<file path="src/rtl/mips_trace_pkg.sv">
// Shared definitions for the MIPS commit trace recorder.
//  - evt_code_e   : record class codes, also the fixed classification priority
//                   (lower code wins when several events retire in one cycle)
//  - trace_state_e: capture state machine encodings
//  - record layout: {code, reg, data, pc} with pc in the least significant bits
package mips_trace_pkg;

  localparam int CODE_W = 2;
  localparam int REG_W  = 5;

  typedef enum logic [1:0] {
    EVT_REGWR  = 2'd0,
    EVT_STORE  = 2'd1,
    EVT_BRANCH = 2'd2,
    EVT_JUMP   = 2'd3
  } evt_code_e;

  typedef enum logic [1:0] {
    ST_IDLE   = 2'd0,
    ST_ARMED  = 2'd1,
    ST_POST   = 2'd2,
    ST_FROZEN = 2'd3
  } trace_state_e;

  // Field offsets inside a record, counted from bit 0.
  function automatic int pc_lsb();
    return 0;
  endfunction

  function automatic int data_lsb(input int pc_w);
    return pc_w;
  endfunction

  function automatic int reg_lsb(input int data_w, input int pc_w);
    return data_w + pc_w;
  endfunction

  function automatic int code_lsb(input int data_w, input int pc_w);
    return REG_W + data_w + pc_w;
  endfunction

  function automatic int rec_width(input int data_w, input int pc_w);
    return CODE_W + REG_W + data_w + pc_w;
  endfunction

endpackage

</file>
<file path="src/rtl/trace_sat_counter.sv">
// Saturating event counter used for the per-class and drop statistics.
// Ports:
//   Clk, Reset : clock, synchronous active-low reset
//   inc        : count one event this cycle
//   clr        : synchronous clear, wins over inc
//   count      : current value, sticks at all-ones
module trace_sat_counter #(
  parameter int CNT_W = 16
) (
  input  logic             Clk,
  input  logic             Reset,
  input  logic             inc,
  input  logic             clr,
  output logic [CNT_W-1:0] count
);

  logic [CNT_W-1:0] count_q, count_d;

  always_comb begin
    count_d = count_q;
    if (clr) begin
      count_d = '0;
    end else if (inc && (count_q != '1)) begin
      count_d = count_q + CNT_W'(1);
    end
  end

  always_ff @(posedge Clk) begin
    if (!Reset) begin
      count_q <= '0;
    end else begin
      count_q <= count_d;
    end
  end

  assign count = count_q;

endmodule

</file>
<file path="src/rtl/commit_trace_buffer.sv">
// Retirement-event recorder for the 5-stage MIPS pipeline.
// Each cycle the WB/MEM/ID commit taps are reduced to at most one record,
// which is pushed into a DEPTH-entry circular buffer while capture is armed.
// A PC-match trigger starts a post-trigger window after which capture freezes.
// Ports:
//   Clk, Reset          : clock, synchronous active-low reset
//   En, Clear           : arm capture / clear everything back to idle
//   WB_*, MEM_*, ID_*   : pipeline commit taps; PC is logged with every record
//   TrigEn/TrigPC       : PC-match trigger; PostCnt records follow the trigger
//   Rd_Valid/Rd_Ready   : head-of-buffer read handshake, Rd_Data is the head
//   Count               : occupied entries
//   Cnt_Evt, Cnt_Drop   : {jump,branch,store,regwr} and drop counters
//   Frozen              : capture has stopped after the trigger window
module commit_trace_buffer
  import mips_trace_pkg::*;
#(
  parameter int DEPTH     = 16,
  parameter int DATA_W    = 32,
  parameter int PC_W      = 32,
  parameter int CNT_W     = 16,
  parameter int WRAP_MODE = 0
) (
  input  logic                              Clk,
  input  logic                              Reset,
  input  logic                              En,
  input  logic                              Clear,
  input  logic                              WB_RegWrite,
  input  logic [4:0]                        WB_WriteReg,
  input  logic [DATA_W-1:0]                 WB_WriteData,
  input  logic                              MEM_MemWrite,
  input  logic                              ID_BranchTaken,
  input  logic                              ID_DoJump,
  input  logic [PC_W-1:0]                   PC,
  input  logic                              TrigEn,
  input  logic [PC_W-1:0]                   TrigPC,
  input  logic [$clog2(DEPTH):0]            PostCnt,
  output logic                              Rd_Valid,
  input  logic                              Rd_Ready,
  output logic [2+5+DATA_W+PC_W-1:0]        Rd_Data,
  output logic [$clog2(DEPTH):0]            Count,
  output logic [4*CNT_W-1:0]                Cnt_Evt,
  output logic [CNT_W-1:0]                  Cnt_Drop,
  output logic                              Frozen
);

  localparam int PTR_W = $clog2(DEPTH);
  localparam int REC_W = rec_width(DATA_W, PC_W);
  localparam logic [PTR_W:0]   FULL_COUNT = (PTR_W+1)'(DEPTH);
  localparam logic [PTR_W:0]   CNT_ONE    = (PTR_W+1)'(1);
  localparam logic [PTR_W-1:0] PTR_ONE    = PTR_W'(1);

  trace_state_e     state_q, state_d;
  logic [PTR_W-1:0] wr_ptr_q, wr_ptr_d, rd_ptr_q, rd_ptr_d;
  logic [PTR_W:0]   count_q, count_d, remain_q, remain_d;
  logic             frozen_q, frozen_d;
  logic [REC_W-1:0] mem_q [DEPTH];
  logic [REC_W-1:0] mem_d [DEPTH];

  evt_code_e        evt_code;
  logic [4:0]       evt_reg;
  logic [DATA_W-1:0] evt_data;
  logic             evt_any;
  logic [REC_W-1:0] rec_data;
  logic             capturing, record, pop, full, overwrite, drop, push;

  // Fixed-priority reduction of the commit taps; reg/data only mean
  // something for register writes and are zeroed for the other classes.
  always_comb begin
    evt_code = EVT_JUMP;
    evt_reg  = '0;
    evt_data = '0;
    evt_any  = 1'b1;
    if (WB_RegWrite) begin
      evt_code = EVT_REGWR;
      evt_reg  = WB_WriteReg;
      evt_data = WB_WriteData;
    end else if (MEM_MemWrite) begin
      evt_code = EVT_STORE;
    end else if (ID_BranchTaken) begin
      evt_code = EVT_BRANCH;
    end else if (ID_DoJump) begin
      evt_code = EVT_JUMP;
    end else begin
      evt_any = 1'b0;
    end
  end

  assign rec_data  = {evt_code, evt_reg, evt_data, PC};
  assign capturing = (state_q == ST_ARMED) || (state_q == ST_POST);
  assign record    = capturing && evt_any;
  assign Rd_Valid  = (count_q != '0);
  assign pop       = Rd_Valid && Rd_Ready;
  assign full      = (count_q == FULL_COUNT);
  // A same-cycle pop makes room, so only a push without pop into a full
  // buffer is lost (stop mode) or evicts the oldest entry (wrap mode).
  assign drop      = record && full && !pop;
  assign overwrite = drop && (WRAP_MODE != 0);
  assign push      = record && (!full || pop || overwrite);

  always_comb begin
    state_d  = state_q;
    remain_d = remain_q;
    wr_ptr_d = wr_ptr_q;
    rd_ptr_d = rd_ptr_q;
    count_d  = count_q;
    mem_d    = mem_q;
    if (Clear) begin
      state_d  = ST_IDLE;
      remain_d = '0;
      wr_ptr_d = '0;
      rd_ptr_d = '0;
      count_d  = '0;
    end else begin
      case (state_q)
        ST_IDLE: begin
          if (En) state_d = ST_ARMED;
        end
        ST_ARMED: begin
          if (record && TrigEn && (PC == TrigPC)) begin
            if (PostCnt == '0) begin
              state_d = ST_FROZEN;
            end else begin
              state_d  = ST_POST;
              remain_d = PostCnt;
            end
          end
        end
        ST_POST: begin
          // Dropped records still consume the post-trigger window.
          if (record) begin
            remain_d = remain_q - CNT_ONE;
            if (remain_q == CNT_ONE) state_d = ST_FROZEN;
          end
        end
        default: begin
        end
      endcase
      if (push) begin
        mem_d[wr_ptr_q] = rec_data;
        wr_ptr_d        = wr_ptr_q + PTR_ONE;
      end
      if (pop || overwrite) rd_ptr_d = rd_ptr_q + PTR_ONE;
      if (push && !pop && !overwrite) begin
        count_d = count_q + CNT_ONE;
      end else if (pop && !push) begin
        count_d = count_q - CNT_ONE;
      end
    end
    frozen_d = (state_d == ST_FROZEN);
  end

  always_ff @(posedge Clk) begin
    if (!Reset) begin
      state_q  <= ST_IDLE;
      remain_q <= '0;
      wr_ptr_q <= '0;
      rd_ptr_q <= '0;
      count_q  <= '0;
      frozen_q <= 1'b0;
    end else begin
      state_q  <= state_d;
      remain_q <= remain_d;
      wr_ptr_q <= wr_ptr_d;
      rd_ptr_q <= rd_ptr_d;
      count_q  <= count_d;
      frozen_q <= frozen_d;
    end
  end

  // Storage needs no reset: the read port is gated by Rd_Valid.
  always_ff @(posedge Clk) begin
    mem_q <= mem_d;
  end

  assign Rd_Data = Rd_Valid ? mem_q[rd_ptr_q] : '0;
  assign Count   = count_q;
  assign Frozen  = frozen_q;

  // One counter per class, packed {jump,branch,store,regwr} by code.
  for (genvar i = 0; i < 4; i++) begin : g_evt
    trace_sat_counter #(.CNT_W(CNT_W)) u_cnt (
      .Clk   (Clk),
      .Reset (Reset),
      .inc   (record && (evt_code == evt_code_e'(i))),
      .clr   (Clear),
      .count (Cnt_Evt[i*CNT_W +: CNT_W])
    );
  end

  trace_sat_counter #(.CNT_W(CNT_W)) u_cnt_drop (
    .Clk   (Clk),
    .Reset (Reset),
    .inc   (drop),
    .clr   (Clear),
    .count (Cnt_Drop)
  );

endmodule

</file>
<file path="config.mk">
export PLATFORM = sky130hd
export DESIGN_NAME = commit_trace_buffer
export DESIGN_NICKNAME = d
export VERILOG_FILES = /design/src/rtl/mips_trace_pkg.sv /design/src/rtl/trace_sat_counter.sv /design/src/rtl/commit_trace_buffer.sv
export SDC_FILE = /design/constraint.sdc
export NUM_CORES = 2
export LEC_CHECK = 0
export CAP_MARGIN = 20
export CORE_MARGIN = 10
export CORE_UTILIZATION = 45
export DETAILED_ROUTE_END_ITERATION = 7
export RECOVER_POWER = 25
export SLEW_MARGIN = 20
export SYNTH_ARGS = -nofsm -noshare
export SYNTH_HDL_FRONTEND = slang
export SYNTH_HIERARCHICAL = 1
export SYNTH_SLANG_ARGS = --single-unit
</file>
<file path="constraint.sdc">
create_clock -name Clk -period 7.85 [get_ports Clk]
set_input_delay 0.785 -clock Clk [delete_from_list [all_inputs] [get_ports Clk]]
set_output_delay 0.785 -clock Clk [all_outputs]
set_load 0.02 [all_outputs]
</file>
# Yosys cells after proc, flatten, opt, wreduce, memory -nomap -nowiden
# Cells that the tools add are included.
# totals
inputBits,116
output_inout_bits,158
ff_bits,1237
# classes
n_bitwise,4
n_mux,29
addsub,10
order_cmp,3
eq_ne,17
n_reduce_logical,33
# ops
op,n
$bwmux 1136,1
$bmux 71 s4,1
$demux 71 s4,1
$mux 71,4
$add 16x1->16 const B,5
$ne 16x16->1 const B,5
$eq 32x32->1,1
$mux 32,1
$mux 5,6
$logic_and 1x1->1,19
$mux 2,7
$ge 5x5->1 const B,2
$not 4->5,2
$pmux 5 s2,1
$sub 5x1->5 const B,2
$add 4x1->4 const B,2
$eq 2x2->1 const B,4
$mux 1,6
$pmux 2 s3,1
$add 5x1->5 const B,1
$eq 5x1->1 const B,1
$eq 5x5->1 const B,1
$logic_not 5->1,1
$lt 5x1->1 const B,1
other kinds (12),20

# Depth between registers and ports, before layout
# logic_depth
depth_word,11
ltp_mapped,14

# By module
# Netlist, hierarchy kept.
# by_module_without_submodules
module,cells_per_inst,area_each_um2,instances,seq_area_each_um2
commit_trace_buffer,1922,45093.2,1,34533.1
trace_sat_counter,91,864.6,5,320.3

# Least setup slack after synthesis
# OpenSTA, ideal clock, no wires.
# synth_timing
path_type,input-to-reg
start,in WB_RegWrite
end,"reg mem_q[1000] in the netlist's numbering, enable pin"
stages,7
required_ns,7.263
slack_ns,0.754
setup_ns,0.587
path_buffers,1
arrival_time_ns,6.509
path_cell_list,or4_4 -> nand2_4 -> nor2b_1 -> clkbuf_1 -> nor2b_1 -> nand2_1 -> nor3_1
# synth_between
elab_chain_len,4
# synth_rtl
element,line_no,rtl
"start, declared",commit_trace_buffer.sv:27,"input logic WB_RegWrite,"
$mux 1,commit_trace_buffer.sv:73,if (WB_RegWrite) begin
$logic_and 1x1->1,commit_trace_buffer.sv:90,assign record = capturing && evt_any;
$logic_and 1x1->1,commit_trace_buffer.sv:98,assign push = record && (!full || pop || overwrite);
via push,commit_trace_buffer.sv:64,"logic capturing, record, pop, full, overwrite, drop, push;"
$reduce_and 2->1 (no line),-,
"end signal, assigned",commit_trace_buffer.sv:172,mem_q <= mem_d;
"end, declared",commit_trace_buffer.sv:56,logic [REC_W-1:0] mem_q [DEPTH];
# The timed path passes the listed nets, and every way through them passes these cells.
# A chain may end at the register's enable or synchronous reset.

# Worst setup path after layout
# layout_timing
start,in WB_RegWrite
end,"reg mem_q[411] in the netlist's numbering, enable pin"
# layout_between
elab_chain_len,4
# layout_rtl
element,line_no
$mux 1,commit_trace_buffer.sv:73
$logic_and 1x1->1,commit_trace_buffer.sv:90
$logic_and 1x1->1,commit_trace_buffer.sv:98
$reduce_and 2->1 (no line),-
# No other way between the ends.

==> impl_metrics.env <==
export IMPL_io_pins=274
export IMPL_cts_root_buffer="clkbuf_16"
export IMPL_postCtsHoldBufs=0
export IMPL_end_kind="flop"
export IMPL_cp_slowest_cell="clkbuf_1"
export IMPL_nets=2859
export IMPL_placedCellCount=4003
export IMPL_reg2regPathDepth=9
export IMPL_synthCells=2377
export IMPL_synth_warnings=6
export IMPL_finalCriticalPeriod_ns=5.580
export IMPL_cp_depth=10
export IMPL_avgSynthCellArea_sq_um=20.79
export IMPL_synth_top_family_by_area="multiplexers"
export IMPL_max_slew_worst_pin_slew_ns=2.590
export IMPL_synthAdderAreaFrac_pct=0.5469
export IMPL_die_width_microns=351.4
export IMPL_dieArea_sq_um=123500
export IMPL_cts_sinks=1237
export IMPL_grt_pass1_wl_mm=179.9
export IMPL_hold_path_cell_count=2
export IMPL_worstSetupPathType="in -> reg"
export IMPL_wirelength_mm=120.6
export IMPL_syn2layout_area_growth_pct=17.78
export IMPL_setup_viol=0
export IMPL_fp_coreArea_sq_um=109000
export IMPL_critPathCapture="mem_q[411]$_DFFE_PP_"
export IMPL_multi_input_area_sq_um=12800
export IMPL_via_per_inst=5.887
export IMPL_synth_compound_area_share_pct=2.259
export IMPL_synth_simple_area_share_pct=5.322
export IMPL_drt_wirelength_per_cell_microns=28.47
export IMPL_rsz0062_at_grt="no"
export IMPL_finClkSkew_ns=0.02011
export IMPL_yosysSeqAreaShare_pct=73.12
export IMPL_cts_tree="yes"
export IMPL_fin_hold_ws_ns=0.5132
export IMPL_r2r_slack_ns=3.75
export IMPL_status="finished with violations"
export IMPL_postCtsSetupBuffers=0
export IMPL_critPathBufInv=4
export IMPL_final_setup_tns_ns=0
export IMPL_cts_buffers=131
export IMPL_critPathTopFamily="buffers and inverters"
export IMPL_clock_path_buffers=3
export IMPL_place_port_buffers=273
export IMPL_clock_latency_ns=0.73
export IMPL_clk_pin_slew_ns=0.06
export IMPL_timing_max_cap_violations=1
export IMPL_syn_num_nets=2514
export IMPL_reg2reg_from="state_q[0]$_SDFF_PN0_"
export IMPL_slew_viol_final=44
export IMPL_yosysTopAreaCellShare_pct=69.03
export IMPL_critPathLaunch="WB_RegWrite"
export IMPL_hpwl_mm=70.63
export IMPL_synth_edff_count=1136
export IMPL_p_per_area_nw_per_um2=243.6
export IMPL_gp_congestion=0.8119
export IMPL_grt_overflow=0
export IMPL_synthMuxAreaShare_pct=16.45
export IMPL_vias=24944
export IMPL_drtIter0Drc=2127
export IMPL_cp_start_kind="input pin"
export IMPL_drc=0
export IMPL_arrival_ns=5.93
export IMPL_finalPower_mw=14.18
export IMPL_globalRouteTotalUtil_pct=19.75
export IMPL_die_y_microns=351.4
export IMPL_grt_pass1_vias=26569
export IMPL_syn_area_sq_um=49420
export IMPL_drive_gt1_share_pct=23.13
export IMPL_synth_seq_cells=1237
export IMPL_critPathMaxFanout=43
export IMPL_ys_types=59
export IMPL_layout_cells_non_filler=4237
export IMPL_cts_resized=0
export IMPL_dp_slack_ns=3.020
export IMPL_cpPeakStageDelay_ns=1.82
export IMPL_worstPathRequired_ns=8.20
export IMPL_max_freq_ghz=0.1792
export IMPL_ys_flop_type="edfxtp_1"
export IMPL_async_reset_ff_share_pct=0
export IMPL_min_period_over_period_pct=71.08
export IMPL_yosysTopAreaCell="edfxtp_1"
export IMPL_synth_area_top_cells="edfxtp_1 69%, mux4_2 16%, dfxtp_1 4.1%"
export IMPL_fp_row_count=121
export IMPL_nFillCells=8427
export IMPL_rr_endpoint="mem_q[411]$_DFFE_PP_"
export IMPL_hold_path_class="reg -> reg"
export IMPL_max_slew_margin_rel_pct=-72.68
export IMPL_htree_levels=4
export IMPL_antenna_found_initial=15
export IMPL_dr_wl_met2_mm=59.99
export IMPL_peakVddDrop_mv=0.1287
export IMPL_final_setup_worst_slack_ns=2.270
export IMPL_synthXorXnorAreaFrac_pct=1.081
export IMPL_crit_chain="buf_2, clkbuf_1, or4_4, nand2_4, nor2b_1, nor2b_1, nand2_1, nor2_4, buf_4, buf_4"
export IMPL_violations="max-capacitance violations, max-slew violations"
export IMPL_ant_nets=0
export IMPL_start_util_pct=45.33
export IMPL_seq_area_sq_um=36150
export IMPL_p_leak_nw=17.68
export IMPL_met3_length_mm=8.326
export IMPL_met1Wirelength_mm=50.41
export IMPL_hold_viol_final=0
export IMPL_grt_start_max_net_pins=107
export IMPL_first_pass_iters=7
export IMPL_dr_max_layer_used="met5"
==> worst min-delay path, stage by stage (launching register included) <==
cell and delay, ns:
dfxtp_1 0.33, nand3_1 0.07, a21oi_1 0.06
==> sequential cells by signal, indices dropped and copies added (netlist names) <==
name / flops
Frozen: 1
Count: 5
state_q: 2
mem_q: 1136
u_cnt_drop/count: 16
remain_q: 5
rd_ptr_q: 4
g_evt.u_cnt/count: 64
wr_ptr_q: 4
==> cells in the final DEF (no fill, tap or decap), drive strengths merged, types with 21 or more instances in the layout <==
cell type	instances
o21ai	25
nand4	27
a21oi	36
dfxtp	101
inv	31
xor2	30
nor4	21
nor2	86
clkbuf	174
buf	42
dlygate4sd3	32
edfxtp	1136
nand3	32
nand2	38
clkinv	38
clkdlybuf4s50	240
mux4	355
and2	124
xnor2	31
==> report_power, final <==
group	internal, mW	switching [mW]
logic	0.407	0.514
registers	7.20	0.0182
clock network	3.55	2.49
==> logic make-up (layout without fill, tap and decap cells) <==
kind of cell / Yosys count / after routing
buffers and inverters: 127 / 569
adders and majority gates: 21 / 21
xor gates and xnor gates: 61 / 61
AOI/OAI and AO/OA: 140 / 140
and+or+nand+nor: 423 / 423
other: 0 / 4
DFF: 1237 / 1237
muxes: 368 / 368
==> per-stage QoR <==
step                      instance area, sq um  utilization [%]
after floorplan                          49420                -
after global placement                   53920            49.47
after detailed placement                 54010            49.55
after CTS                                58200            53.39
after global routing                     58190            53.38
final                                    58200            53.39
==> worst min-delay path by stage <==
stage | slack (ns) | startpoint | endpoint
2_1_floorplan | 0.47 | remain_q[4]$_SDFFE_PP0P_ | remain_q[4]$_SDFFE_PP0P_
3_3_place_gp | 0.51 | u_cnt_drop/count[2]$_SDFFE_PP0P_ | u_cnt_drop/count[2]$_SDFFE_PP0P_
3_5_place_dp | 0.50 | remain_q[4]$_SDFFE_PP0P_ | remain_q[4]$_SDFFE_PP0P_
4_1_cts | 0.51 | remain_q[4]$_SDFFE_PP0P_ | remain_q[4]$_SDFFE_PP0P_
5_1_grt | 0.56 | remain_q[4]$_SDFFE_PP0P_ | remain_q[4]$_SDFFE_PP0P_
6_report | 0.51 | remain_q[4]$_SDFFE_PP0P_ | remain_q[4]$_SDFFE_PP0P_
==> layout make-up <==
class	count	share of cell area, %
Sequential cell	1237	62.11
Multi-Input combinational cell	1013	21.99
Clock buffer	171	6.142
Timing Repair Buffer	317	5.497
Tap cell	1414	3.040
Clock inverter	59	1.060
Inverter	22	0.1419
Antenna cell	4	0.01720
==> cells in the mapped netlist (6+ instances only) <==
library cell  count
a21oi_1          36
nand2_1          37
or4_1            11
o31ai_1          10
xor2_1           30
buf_4            19
nor3_1           11
xnor2_1          31
mux4_2          355
buf_1            11
clkbuf_1         60
nor2_1           86
nand4_1          16
ha_1             20
dfxtp_1         101
o311ai_0         11
o21ai_0          25
and2_1          124
nand4_4          10
and3_1            6
buf_6             6
inv_1            22
nand3_1          27
nor2b_1          10
mux2i_1          12
or3_1            12
edfxtp_1       1136
nor4_1           19
and4_2           10
o41ai_1          10
nand2b_1         14
buf_2             9
==> per-layer routing <==
layer | vias up | global-route usage (%)
li1 | 10619 | -
met1 | 13407 | 26.66
met2 | 762 | 32.54
met3 | 142 | 4.848
met4 | 14 | 4.246
met5 | - | 0
(Power assumes the default switching activity.)
==> variant, RTL diff (config.mk and constraints unchanged) <==
Set the parameter `WRAP_MODE` to 1 (it was 0).
--- a/src/rtl/commit_trace_buffer.sv
+++ b/src/rtl/commit_trace_buffer.sv
@@ -20,3 +20,3 @@
   parameter int CNT_W     = 16,
-  parameter int WRAP_MODE = 0
+  parameter int WRAP_MODE = 1
 ) (
Function: not settled (the Yosys comparison gave no result); the edit may change what the design does.
==> variant against the unedited design <==
The run still ends with max-capacitance violations, max-slew violations left. Wire length is 0.12% higher. Worst setup slack better by 0.47 ns. Utilization hardly changed. Power is 0.27% lower. Cell area is 0.14% higher. Area after synthesis is 0.26% higher. Count of clock-buffer cells in the layout is 15 lower. Sequential cell count stayed put. Clock power is 1% higher. Largest cell class unchanged.
==> variant: results (changes against the unedited design) <==
run_status:
  outcome: "finished with violations"
  violations: "max-capacitance violations, max-slew violations"
logic_synthesis:
  yosys_warnings: 6  # unchanged
  synth.area.top_cells: "edfxtp_1, mux4_2, dfxtp_1"
  synthTopCellsByCount: "edfxtp_1, mux4_2, and2_1, dfxtp_1, nor2_1"
  synth_net_count: 2524  # +0.40%
  synth_edf_count: 1136  # unchanged
  yosysSeqAreaShare_pct: 72.9  # -0.19 points
  yosys.cell_types.count: 62  # +5.1%
  async_flop_share_pct: 0  # unchanged
  synth_fa_ha_area_share_pct: 0.520  # -0.027 points
  yosys.area_share.xor_xnor_pct: 1.10  # +0.015 points
  synthesized_area_fraction_occupied_by_ao_oa_aoi_and_oai_cells_pct: 2.48  # +0.22 points
  post_synth_mux_area_share_pct: 16.3  # -0.15 points
routing:
  detailed_routing_iteration_count_for_the_pre_antenna_repair_pass: 5  # -2
  routed-via-count: 25227  # +1.1%
  route.detailed.wl_per_inst_um: 28.1  # -1.5%
  detail_route.iter0.violations: 2387  # +12%
worst_setup_path:
  cp_slowest_cell: "dfxtp_4"
  crit_fanout: 116  # +170%
  max_stage_delay_ns: 0.83  # -0.99 ns
global_route:
  grt_start_max_net_pins: 150  # +40%
  grt_util_all_layers_pct: 19.6  # -0.13 points
  grt_first_pass_wirelength_mm: 179  # -0.72%
  grt_antenna_before_repair: 11  # -4
  grt_pass1_vias: 26625  # +0.21%
timing:
  final.setup_skew_ns: 0.0184  # -0.00173 ns
  actual_transition_at_the_worst_max_transition_pin_ns: 2.33  # -0.258 ns
  final_max_slew_viol_count: 33  # -25%
finish:
  num-nets-final: 2870  # +0.38%
  final.fill_count: 8412  # -0.18%
  layout-drive-gt1-share_pct: 22.8  # -0.29 points
  largest_register_ff_count: 1136  # unchanged
  register_name_with_the_most_flops: "mem_q"
placement:
  routabilityCongestion: 0.826  # +1.7%
  dp_hpwl_mm: 65.1  # -7.8%
  place.port_buffers: 273  # unchanged
  place_worst_setup_slack_ns: 3.38  # +0.355 ns
worst_hold_path:
  worstHoldPathType: "reg2reg"
clock_tree:
  total_cts_buffers: 130  # -0.76%
  clkSlewWorstSetupHoldPaths_ns: 0.06  # about the same
  worstSkewPairLatency_ns: 0.73  # about the same
  cts_root_buf: "clkbuf_16"
  cts_max_path_buffers: 3  # unchanged
  cts_repair_resize_count: 0  # unchanged
  ctsHtreeMaxLevel: 4  # unchanged
  cts.repair_timing.setup_buffer_count: 0  # unchanged
job:
  max-cap-violations: 1  # unchanged
power:
  power.static_leakage_nw: 17.8  # +0.74%
  irDropWorstVdd_mv: 0.202  # +57%
[variant: per-layer routing]
layer	global-route usage, %	wire [µm]
met5	0	41
met2	31.9	59300
met4	4.25	1740
met3	4.44	8860
met1	27.0	50800
[variant: path summary, 6_finish.rpt]
check | startpoint | to | slack, ns | depth (start not counted)
worst min-delay path | remain_q[1]$_SDFFE_PP0P_ | remain_q[1]$_SDFFE_PP0P_ | 0.49 | 2
worst max-delay path | rd_ptr_q[0]$_SDFFE_PP0P_ | Rd_Data[29] | 2.74 | 5
worst max register to register | state_q[0]$_SDFF_PN0_ | mem_q[1015]$_DFFE_PP_ | 4.05 | 8
worst min register to register | remain_q[1]$_SDFFE_PP0P_ | remain_q[1]$_SDFFE_PP0P_ | 0.49 | 2
[variant: through the flow]
stage	std cells	area (µm²)
after global placement	4078	54100
after detailed placement	4078	54100
after global routing	4304	58300
final	4305	58300
after CTS	4304	58300
after floorplan	2388	49500
[variant: critical path: cells and delay by family (launching register included)]
| kind | cells | cell delay [ns] |
|---|---|---|
| DFF | 1 | 0.83 |
| and+or+nand+nor | 1 | 0.23 |
| muxes | 2 | 1.08 |
| buffers and inverters | 2 | 1.32 |
[variant: where the power goes]
part	switching, mW	total, mW	internal [mW]
registers	0.0134	7.21	7.20
clock network	2.45	6.12	3.67
logic	0.448	0.805	0.356
total	2.91	14.1	11.2
[variant: final cells by class]
cell class | count | area share, %
diodes | 1 | 0.00429
clock buffers | 156 | 5.97
clock inverters | 70 | 1.29
inverters | 25 | 0.161
multi-input cells | 1023 | 22.0
flip-flops and latches | 1237 | 62.0
well taps | 1476 | 3.17
repair buffers | 317 | 5.35
